### src/rtl/uart_tx_arbiter.sv
// Round-robin arbiter that shares one UART transmitter among NUM_REQ byte producers.
// Sequences load / byte-ready / start strobes and waits for end-of-frame, with a watchdog.
module uart_tx_arbiter #(
   parameter int unsigned NUM_REQ        = 4,
   parameter int unsigned DATA_WIDTH     = 8,
   parameter int unsigned GAP_CYCLES     = 2,
   parameter int unsigned TIMEOUT_CYCLES = 4095
) (
   input  logic                            CLOCK,
   input  logic                            RESET,
   input  logic [NUM_REQ-1:0]              REQ_VALID,
   input  logic [NUM_REQ*DATA_WIDTH-1:0]   REQ_DATA,
   output logic [NUM_REQ-1:0]              REQ_READY,
   input  logic                            ERR_CLR,
   input  logic                            TX_CLEAR,
   output logic [DATA_WIDTH-1:0]           TX_DATA,
   output logic                            LOAD_XMT_DATAREG,
   output logic                            BYTE_READY,
   output logic                            T_BYTE,
   output logic [$clog2(NUM_REQ)-1:0]      GRANT_ID,
   output logic                            BUSY,
   output logic                            TIMEOUT_ERR
);

   localparam int unsigned IdW    = $clog2(NUM_REQ);
   localparam int unsigned CntMax = (TIMEOUT_CYCLES > GAP_CYCLES) ? TIMEOUT_CYCLES : GAP_CYCLES;
   localparam int unsigned CntW   = (CntMax < 1) ? 1 : $clog2(CntMax + 1);
   localparam logic [CntW-1:0] ToLast  = CntW'((TIMEOUT_CYCLES == 0) ? 0 : TIMEOUT_CYCLES - 1);
   localparam logic [CntW-1:0] GapLast = CntW'((GAP_CYCLES == 0) ? 0 : GAP_CYCLES - 1);

   typedef enum logic [2:0] {StIdle, StLoad, StArm, StStart, StWaitDone, StGap} state_e;

   state_e                 state_q, state_d;
   logic [IdW-1:0]         ptr_q, ptr_d;
   logic [IdW-1:0]         grant_q, grant_d;
   logic [CntW-1:0]        cnt_q, cnt_d;
   logic [DATA_WIDTH-1:0]  tx_data_q, tx_data_d;
   logic                   err_q, err_d;
   logic                   load_q, byte_rdy_q, t_byte_q, busy_q;
   logic [IdW-1:0]         win;
   logic [IdW:0]           idx;
   logic                   found;
   logic                   expire;

   // First valid requester at or after ptr_q, wrapping modulo NUM_REQ.
   always_comb begin
      found = 1'b0;
      win   = '0;
      idx   = '0;
      for (int k = 0; k < NUM_REQ; k++) begin
         idx = {1'b0, ptr_q} + (IdW+1)'(k);
         if (idx >= (IdW+1)'(NUM_REQ)) idx = idx - (IdW+1)'(NUM_REQ);
         if (!found && REQ_VALID[idx[IdW-1:0]]) begin
            found = 1'b1;
            win   = idx[IdW-1:0];
         end
      end
   end

   always_comb begin
      REQ_READY = '0;
      if (state_q == StIdle && found && !RESET) REQ_READY[win] = 1'b1;
   end

   always_comb begin
      state_d   = state_q;
      ptr_d     = ptr_q;
      grant_d   = grant_q;
      cnt_d     = cnt_q;
      tx_data_d = tx_data_q;
      err_d     = err_q;
      expire    = 1'b0;
      if (ERR_CLR) err_d = 1'b0;
      unique case (state_q)
         StIdle: begin
            if (found) begin
               tx_data_d = REQ_DATA[win*DATA_WIDTH +: DATA_WIDTH];
               grant_d   = win;
               ptr_d     = (win == IdW'(NUM_REQ - 1)) ? '0 : win + 1'b1;
               state_d   = StLoad;
            end
         end
         StLoad:  state_d = StArm;
         StArm:   state_d = StStart;
         StStart: begin
            cnt_d   = '0;
            state_d = StWaitDone;
         end
         StWaitDone: begin
            cnt_d  = cnt_q + 1'b1;
            expire = (TIMEOUT_CYCLES != 0) && (cnt_q == ToLast);
            // TX_CLEAR beats a coincident expiry; a set beats ERR_CLR.
            if (TX_CLEAR || expire) begin
               if (!TX_CLEAR) err_d = 1'b1;
               cnt_d   = '0;
               state_d = (GAP_CYCLES == 0) ? StIdle : StGap;
            end
         end
         StGap: begin
            cnt_d = cnt_q + 1'b1;
            if (cnt_q == GapLast) state_d = StIdle;
         end
         default: state_d = StIdle;
      endcase
   end

   always_ff @(posedge CLOCK) begin
      if (RESET) begin
         state_q    <= StIdle;
         ptr_q      <= '0;
         grant_q    <= '0;
         cnt_q      <= '0;
         tx_data_q  <= '0;
         err_q      <= 1'b0;
         load_q     <= 1'b0;
         byte_rdy_q <= 1'b0;
         t_byte_q   <= 1'b0;
         busy_q     <= 1'b0;
      end else begin
         state_q    <= state_d;
         ptr_q      <= ptr_d;
         grant_q    <= grant_d;
         cnt_q      <= cnt_d;
         tx_data_q  <= tx_data_d;
         err_q      <= err_d;
         load_q     <= (state_d == StLoad);
         byte_rdy_q <= (state_d == StArm);
         t_byte_q   <= (state_d == StStart);
         busy_q     <= (state_d != StIdle);
      end
   end

   assign TX_DATA          = tx_data_q;
   assign LOAD_XMT_DATAREG = load_q;
   assign BYTE_READY       = byte_rdy_q;
   assign T_BYTE           = t_byte_q;
   assign GRANT_ID         = grant_q;
   assign BUSY             = busy_q;
   assign TIMEOUT_ERR      = err_q;

endmodule

### config.mk
export PLATFORM = sky130hd
export DESIGN_NAME = uart_tx_arbiter
export DESIGN_NICKNAME = d
export VERILOG_FILES = /design/src/rtl/uart_tx_arbiter.sv
export SDC_FILE = /design/constraint.sdc
export NUM_CORES = 1
export LEC_CHECK = 0
export ABC_AREA = 1
export CORE_MARGIN = 3
export CORE_UTILIZATION = 45
export CTS_CLUSTER_DIAMETER = 200
export CTS_CLUSTER_SIZE = 14
export DETAILED_ROUTE_END_ITERATION = 10
export PLACE_DENSITY = 0.83
export SYNTH_ARGS = -nofsm -noshare
export SYNTH_HDL_FRONTEND = slang
export SYNTH_SLANG_ARGS = --single-unit
### constraint.sdc
create_clock -name CLOCK -period 2.9 [get_ports CLOCK]
set_input_delay 0.58 -clock CLOCK [delete_from_list [all_inputs] [get_ports CLOCK]]
set_output_delay 0.58 -clock CLOCK [all_outputs]
set_load 0.01 [all_outputs]
==> out/metrics.csv <==
stage;metric;value;unit
global_routing;GRT busiest layer;met2;
sta;fin. max-slew vios;0;
hold_path;Worst Hold Class;reg -> reg;
placement;Placement Setup Slack;-356;ps
layout;fin util;68.2;%
clock_network;TritonCTS clock tree;yes;
floorplan;Die Ht;75.3;um
routing;WL final;5700;um
layout;design area;3070;sq um
hold_path;HP Start;GRANT_ID[1];
critical_path;family with the most delay on the worst path;buffers and inverters;
logic_synthesis;post-synthesis cell type count;38;
flow_run;Max Cap Viol;0;
global_routing;first-pass GRT wire length;9220;um
pwr;Static Leakage;1.48;nW
sta;period utilisation layout;98.0;%
global_routing;GR Util met1;25.0;%
logic_synthesis;#FFs+latches synth;32;
placement;HPWL after DPL;4240;um
clock_network;CTS Buffer Depth;2;
critical_path;Buf/Inv on CP;6;
critical_path;worst reg2reg path depth;12;
placement;Post-DP Area;2900;sq um
critical_path;R2R Path End;TX_DATA[6];
global_routing;met3 Usage GRT;5.15;%
clock_network;clk sinks;32;
sta;skew final;8.09;ps
clock_network;CTS Hold Bufs;0;
clock_network;Skew-Pair Late Insertion Delay;290;ps
clock_network;Clock transition at path regs;60;ps
critical_path;CP Capture Type;output port;
critical_path;CP Depth;14;
critical_path;critical path launch point type;input pin;
critical_path;reg2reg start;ptr_q[0];
placement;Placer Congestion;0.862;
critical_path;Slowest-stage cell, CP;clkdlybuf4s50_1;
logic_synthesis;Avg Inst Size Synth;6.56;sq um
sta;unrepaired setup endpoints after global routing;true;
sta;Relative slew margins;77.8;%
layout;n_diodes;0;
sta;final hold vios;0;
global_routing;M2 GR Usage;36.3;%
sta;Fmax achieved;0.352;GHz
sta;Worst-Margin Slew;331;ps
sta;Setup-failing EPs final;0;
global_routing;total gr overflow;0;
routing;DRC errors left;0;
routing;first-pass iteration count of the detailed router;4;
critical_path;crit path launch;REQ_VALID[3];
routing;Vias/cell;5.02;
global_routing;largest net degree at the start of global routing;14;
outcome;status;finished clean;
floorplan;die area;5680;sq um
logic_synthesis;Synth Cell Area;2160;sq um
routing;Via Count;2312;
critical_path;worst setup path end;REQ_READY[3];
clock_network;root buf cell;clkbuf_8;
floorplan;Die Wd;75.3;um
critical_path;WS Path Type;in -> out;
logic_synthesis;Synth Net Count;377;
critical_path;R2R setup slack;790;ps
pwr;PwrDens;942;nW/um^2
placement;I/O Buffers;58;
critical_path;Worst path max stage delay;420;ps
routing;initial DRC count;136;
logic_synthesis;Syn Inst Count;330;
floorplan;effective utilization at floorplan;48.0;%
clock_network;cts bufs inserted;5;
floorplan;Core Footprint;4500;sq um
layout;layout cells sized above 1;19.1;%
sta;Period minus WS final;2840;ps
floorplan;# IOs;59;
layout;Area Overhead vs Synth;42.0;%
clock_network;H-tree levels;2;
critical_path;Worst Path Arrival;2260;ps
logic_synthesis;Seq/Total Area, Yosys;29.6;%
logic_synthesis;Synth Warn #;0;
critical_path;critical-path cell list;clkdlybuf4s50_1 -> inv_1 -> nand2_2 -> nand3_1 -> nand2_2 -> inv_2 -> nand3_4 -> nand2_4 -> nand2_8 -> inv_4 -> ha_2 -> inv_2 -> nor2_2 -> buf_2;
sta;Worst Setup Slack, final;58.9;ps
critical_path;critical path fanouts, max;5;
global_routing;GR Util All Layers;20.9;%
routing;Avg WL per Cell;12.4;um
global_routing;initial antenna violation count;0;
layout;Post-layout nets;455;
global_routing;vias in the first global route;2184;
floorplan;row cnt;24;
routing;DRT antenna net count;0;
critical_path;CP Data Required Time;2320;ps
pwr;maximum vdd ir drop;0.424;mV
[worst register-to-register path: stages, from the launching register on]
cell and delay [ps]:
dfxtp_1 460, buf_4 210, nand2_1 70, nand2_2 150, nand2_1 140, o21ai_4 120, nand3_4 110, nand2_4 100
nand2_8 70, buf_4 190, or2_0 220, o211ai_1 100, nand2_1 70
[cell usage in the layout (no fill, tap or decap), types with 6 or more instances in the layout]
cell              n
ha_1              6
clkdlybuf4s50_1  51
nand2_4           6
a21oi_1          11
buf_4            18
nor2_1           35
nand2_1          76
nand3_1          29
inv_1            45
dfxtp_1          32
nor3_1            6
nand2_2          17
inv_2             8
[repair_timing]
item / 4_1_cts / 5_1_grt
endpoints found under the setup margin: 4 / 4
pin swaps: 3 / 12
gates resized for setup: 22 / 21
buffers inserted: 0 / 0
[stage by stage]
stage	std cells	power [mW]	TNS (ps)	hold slack [ps]
finish	461	2.89	0	468
floorplan	330	1.78	0	466
detailed placement	453	2.39	-1310	459
global placement	453	2.34	-1130	455
global route	461	3.12	-116	505
CTS	461	2.83	0	471
[kinds of logic (layout without fill, tap and decap cells)]
logic type / count (synthesis) / after routing / synth area share, %
AND/OR/NAND/NOR: 201 / 201 / 45.6
buffers and inverters: 59 / 138 / 11.7
flip-flops: 32 / 32 / 29.6
AO/OA/AOI/OAI: 26 / 26 / 7.06
adder cells (fa/ha/maj): 7 / 7 / 4.05
XOR/XNOR: 5 / 5 / 2.02
[layer usage]
layer | share of wire, % | wire length, um | vias to the layer above
met1 | 43 | 2440 | 1030
met2 | 49 | 2790 | 73
met4 | 2.4 | 139 | 0
met5 | 0 | 0 | -
met3 | 5.7 | 327 | 14
li1 | - | - | 1195
[final cells by class]
type | instances | area (sq um)
sequential | 32 | 641
tap | 52 | 65.1
multi-input combinational | 239 | 1350
inverter | 54 | 205
fill | 380 | 1430
clock buffer | 6 | 72.6
timing repair buffer | 76 | 703
clock inverter | 2 | 35.0
[state kept, by name (all words and copies together) (netlist names)]
register and flops:
BYTE_READY 1, LOAD_XMT_DATAREG 1, TX_DATA 8, GRANT_ID 2, state_q 3, BUSY 1
TIMEOUT_ERR 1, cnt_q 12, T_BYTE 1, ptr_q 2
[worst min path at each step]
stage,end,cells after the start
after floorplan,cnt_q[11],2
after detailed placement,GRANT_ID[1],2
after global routing,GRANT_ID[1],2
final,GRANT_ID[1],2
after global placement,GRANT_ID[1],2
after CTS,GRANT_ID[1],2
[power breakdown]
| part | total [mW] | internal, mW | switching [mW] |
|---|---|---|---|
| registers | 0.624 | 0.550 | 0.0745 |
| logic | 1.85 | 0.773 | 1.08 |
| clock network | 0.420 | 0.255 | 0.165 |
| total | 2.89 | 1.58 | 1.32 |
[synth_stat cells, drive strengths merged]
| master | number | area (sq um) |
|---|---|---|
| nand2 | 100 | 452 |
| inv | 54 | 205 |
| nor2 | 43 | 198 |
| nand3 | 33 | 180 |
| dfxtp | 32 | 641 |
| a21oi | 12 | 63.8 |
| ha | 7 | 87.6 |
| nor3 | 6 | 30.0 |
| o21ai | 6 | 30.0 |
| nand4 | 5 | 31.3 |
| buf | 4 | 43.8 |
| nand3b | 4 | 30.0 |
| o211ai | 4 | 30.0 |
| or2 | 3 | 18.8 |
| xor2 | 3 | 26.3 |
| and2 | 2 | 12.5 |
| nor3b | 2 | 15.0 |
| nor4 | 2 | 12.5 |
| o22ai | 2 | 12.5 |
| xnor2 | 2 | 17.5 |
| a21boi | 1 | 7.51 |
| a32oi | 1 | 8.76 |
| and3 | 1 | 6.26 |
| clkbuf | 1 | 3.75 |
(Power assumes the default switching activity.)
